### config.mk
export PLATFORM = sky130hd
export DESIGN_NAME = logic_gate_acc
export DESIGN_NICKNAME = d
export VERILOG_FILES = /design/src/rtl/logic_gate_acc.sv
export SDC_FILE = /design/constraint.sdc
export NUM_CORES = 1
export LEC_CHECK = 0
export CAP_MARGIN = 20
export CORE_MARGIN = 5
export CORE_UTILIZATION = 60
export CTS_CLUSTER_SIZE = 8
export DETAILED_ROUTE_END_ITERATION = 7
export GPL_TIMING_DRIVEN = 0
export PLACE_DENSITY_LB_ADDON = 0.08
export SLEW_MARGIN = 5
export SYNTH_ARGS = -nofsm -noshare
export SYNTH_HDL_FRONTEND = slang
export SYNTH_SLANG_ARGS = --single-unit
### constraint.sdc
create_clock -name clk -period 4.65 [get_ports clk]
set_input_delay 0.93 -clock clk [delete_from_list [all_inputs] [get_ports clk]]
set_output_delay 0.93 -clock clk [all_outputs]
set_load 0.02 [all_outputs]
### src/rtl/logic_gate_acc.sv
// Registered multi-lane bitwise reducer that folds a multi-beat packet into one result.
// Optional out_parity port is built when LOGIC_GATE_ACC_PARITY_EN is defined.
module logic_gate_acc #(
  parameter int WIDTH  = 8,
  parameter int NUM_IN = 2,
  parameter int CNT_W  = 8
) (
  input  logic                    clk,
  input  logic                    rst_n,
  input  logic                    in_valid,
  output logic                    in_ready,
  input  logic [NUM_IN*WIDTH-1:0] in_data,
  input  logic [2:0]              in_op,
  input  logic                    in_last,
  output logic                    out_valid,
  input  logic                    out_ready,
  output logic [WIDTH-1:0]        out_data,
  output logic [CNT_W-1:0]        out_count
`ifdef LOGIC_GATE_ACC_PARITY_EN
  ,
  output logic                    out_parity
`endif
);

  typedef enum logic [1:0] {IDLE, ACC, HOLD} state_t;
  typedef enum logic [1:0] {B_AND, B_OR, B_XOR, B_PASS} base_t;

  state_t             state, state_next;
  base_t              base;
  logic [2:0]         op_q, eff_op;
  logic               invert;
  logic               beat_acc;
  logic [WIDTH-1:0]   acc, lane_fold, combined, result;
  logic [CNT_W-1:0]   cnt, cnt_next;

  assign beat_acc = in_valid && in_ready;

  always_ff @(posedge clk or negedge rst_n) begin
    if (!rst_n) state <= IDLE;
    else        state <= state_next;
  end

  always_comb begin
    state_next = state;
    in_ready   = 1'b0;
    out_valid  = 1'b0;
    unique case (state)
      IDLE, ACC: begin
        in_ready = 1'b1;
        if (in_valid) state_next = in_last ? HOLD : ACC;
      end
      HOLD: begin
        out_valid = 1'b1;
        if (out_ready) state_next = IDLE;
      end
      default: state_next = IDLE;
    endcase
  end

  // The op is taken live on the first beat and from the latched copy afterwards.
  always_comb begin
    eff_op = (state == IDLE) ? in_op : op_q;
    unique case (eff_op)
      3'b001, 3'b100: base = B_OR;
      3'b010, 3'b101: base = B_XOR;
      3'b110:         base = B_PASS;
      default:        base = B_AND;
    endcase
    invert = (eff_op == 3'b011) || (eff_op == 3'b100) || (eff_op == 3'b101);

    lane_fold = in_data[WIDTH-1:0];
    for (int unsigned k = 1; k < NUM_IN; k++) begin
      unique case (base)
        B_AND:   lane_fold = lane_fold & in_data[k*WIDTH +: WIDTH];
        B_OR:    lane_fold = lane_fold | in_data[k*WIDTH +: WIDTH];
        B_XOR:   lane_fold = lane_fold ^ in_data[k*WIDTH +: WIDTH];
        default: lane_fold = lane_fold;
      endcase
    end

    if (state == IDLE) begin
      combined = lane_fold;
    end else begin
      unique case (base)
        B_AND:   combined = acc & lane_fold;
        B_OR:    combined = acc | lane_fold;
        B_XOR:   combined = acc ^ lane_fold;
        default: combined = lane_fold;
      endcase
    end
    // Inversion only touches the value published, never the running accumulator.
    result = invert ? ~combined : combined;

    if (state == IDLE)  cnt_next = CNT_W'(1);
    else if (cnt == '1) cnt_next = cnt;
    else                cnt_next = cnt + CNT_W'(1);
  end

  always_ff @(posedge clk or negedge rst_n) begin
    if (!rst_n) begin
      acc        <= '0;
      cnt        <= '0;
      op_q       <= '0;
      out_data   <= '0;
      out_count  <= '0;
`ifdef LOGIC_GATE_ACC_PARITY_EN
      out_parity <= 1'b0;
`endif
    end else if (beat_acc) begin
      acc <= combined;
      cnt <= cnt_next;
      if (state == IDLE) op_q <= in_op;
      if (in_last) begin
        out_data   <= result;
        out_count  <= cnt_next;
`ifdef LOGIC_GATE_ACC_PARITY_EN
        out_parity <= ^result;
`endif
      end
    end
  end

endmodule

==> qor.yml <==
critPathRequiredTime_ns: 4.82
fin_skew_ns: 0.0102
synth.area.top_cells: "dfrtp_1, ha_1, nand2_1, o21ai_0, inv_1"
ys_types: 53
gp_congestion: 0.888
post_cts.repair.setup_buffers: 0
ys_async_sr_fraction: 1.00
hold_viol_final: 0
met2_length_um: 3620
cts-buffers-inserted: 5
vias: 2723
max_freq_mhz: 264
wl_per_cell_um: 16.0
io_pins: 42
via_per_inst: 5.81
area_growth_syn_to_layout_pct: 18.6
grt_antenna_before_repair: 0
start_util: 0.623
min_period_over_period: 0.814
drive_gt1_frac: 0.0572
cts.repair.resized: 0
fin_crit_ns: 3.79
hp-class: "reg -> reg"
rsz0062_at_grt: "no"
cts.clk_slew.worst_paths_ns: 0.07
drc: 0
holdBufCountCts: 0
cts-root-buf: "clkbuf_8"
syn_inst: 355
maxSlewViolCount: 0
power.density_mw_per_mm2: 455
numPortBuffers: 39
grt_max_degree: 38
fp-row-count: 25
final_util: 0.739
path_cells: "clkdlybuf4s50_1, nor4b_1, a31oi_1, o22a_1, buf_2, nor2_1, and3b_1, inv_1, ha_1, nor2b_1, o21ai_0, o2111ai_1, o22ai_1, xor2_1, o21ai_1"
cap_violations: 0
design.core.area_mm2: 0.00475
ys_ff_latch: 37
netlist_area_mm2: 0.00296
finalInstanceArea_mm2: 0.00351
synth_top_area_frac: 0.313
crit_arrival_ns: 3.96
clock_latency_ns: 0.30
fin_tns_setup_ns: 0
cts_tree: "built"
crit_fanout: 10
syn_avg_cell_area_um2: 8.34
yosysSeqAreaShare: 0.313
ys.flop_type: "dfrtp_1"
wl_met1_um: 3360
fin_ws_ns: 0.865
worstMarginPinSlew_ns: 0.819
cts_sinks: 37
nets: 458
track_usage: 0.257
max-vdd-ir-drop_uv: 298
final_common_cell: "nand2_1"
ant_nets: 0
synth_edf_count: 0
antenna_cells: 0
wl_um: 7480
grt_pass1_vias: 2785
die_area_mm2: 0.00644
first_iter_violations: 180
die_y_um: 80.3
post_dp_cell_area_mm2: 0.00343
p_leak_nw: 1.60
slew_headroom: 0.454
htree_levels: 2
dp_hpwl_um: 5450
synth_warnings: 0
synth_top_area_cell: "dfrtp_1"
final_cell_mix: "nand2_1, clkdlybuf4s50_1, inv_1, dfrtp_1, ha_1"
grt_pass1_wl_um: 13100
clockBufferDepth: 2
outcome: "finished clean"
firstDrtPassIters: 4
crit_type: "in -> reg"
critical_path.max_stage_delay_ns: 0.53
report.final.setup_viol: 0
die_x_um: 80.3
grt_overflow: 0
synth_nets: 412
place_ws_ns: 0.611
highest_layer: "met4"
route.met3.wl_um: 396
cp-start-kind: "input pin"
cp-end-kind: "flop"
crit_slowest_cell: "clkdlybuf4s50_1"
[worst paths after layout]
| check | start | to | slack [ns] | cells after the start |
|---|---|---|---|---|
| worst min register to register | out_count[2] | out_count[2] | 0.49 | 2 |
| worst max register to register | op_q[0] | out_data[2] | 1.33 | 15 |
| max in group asynchronous | rst_n | cnt[4] | 3.41 | 1 |
| worst max-delay path | in_op[1] | out_data[2] | 0.86 | 15 |
| worst min-delay path | out_count[2] | out_count[2] | 0.49 | 2 |
| min in group asynchronous | rst_n | out_data[7] | 0.73 | 1 |
[metrics by stage]
stage	hold slack, ns	power (mW)	cells
detailed placement	0.479	1.37	461
CTS	0.496	1.60	469
floorplan	0.464	1.08	355
finish	0.493	1.60	469
global route	0.532	1.73	469
global placement	0.475	1.33	461
[Yosys cell counts (3+ instances only)]
cell	instances
and3_1	4
o211ai_1	3
o22ai_1	9
xnor2_1	4
o221ai_1	7
xor2_1	9
a21oi_1	15
a211oi_1	7
ha_1	33
mux2i_1	3
o31ai_1	3
o21ai_0	28
nand2_1	39
buf_2	3
a31oi_1	4
nor2b_1	6
dfrtp_1	37
inv_1	37
o21ai_1	18
clkbuf_1	15
nor2_1	21
nand3_1	6
a211o_1	6
[kinds of logic (layout without fill, tap and decap cells)]
kind of cell,count (synthesis),in the layout,synth area share
adder cells (fa/ha/maj),33,33,0.139
buffers and inverters,58,105,0.0811
XOR/XNOR,13,13,0.0384
flip-flops,37,37,0.313
AND/OR/NAND/NOR,89,89,0.142
AO/OA/AOI/OAI,119,119,0.263
multiplexers,6,6,0.0228
[where the power goes]
| part | switching [mW] | internal (mW) | total, mW | leakage (nW) |
|---|---|---|---|---|
| sequential | 0.0721 | 0.422 | 0.494 | 0.472 |
| combinational | 0.513 | 0.373 | 0.886 | 1.08 |
| clock | 0.114 | 0.104 | 0.218 | 0.0450 |
[area by class of cell]
type,instances,area [µm²]
multi-input cells,260,1800
repair buffers,39,385
clock buffers,6,72.6
flip-flops and latches,37,926
plain buffers,21,101
clock inverters,2,10.0
fillers,403,1240
well taps,67,83.8
inverters,37,139
[critical path: cells and delay by family]
family	cells	cell delay [ns]
compound gates	6	1.15
xor+xnor	1	0.19
fa+ha+maj	1	0.16
buf+inv	3	0.84
simple gates	4	0.67
[registers in the layout (all words and copies together), names as in the netlist]
name	count
state	2
out_count	8
acc	8
cnt	8
out_data	8
op_q	3
[layer usage]
metal / vias to the layer above / GRT usage
met2: 71 / 0.427
met3: 12 / 0.0370
li1: 1340 / -
met4: 0 / 0.0861
met5: - / 0
met1: 1300 / 0.342
Power figures use the tool's default switching activity.
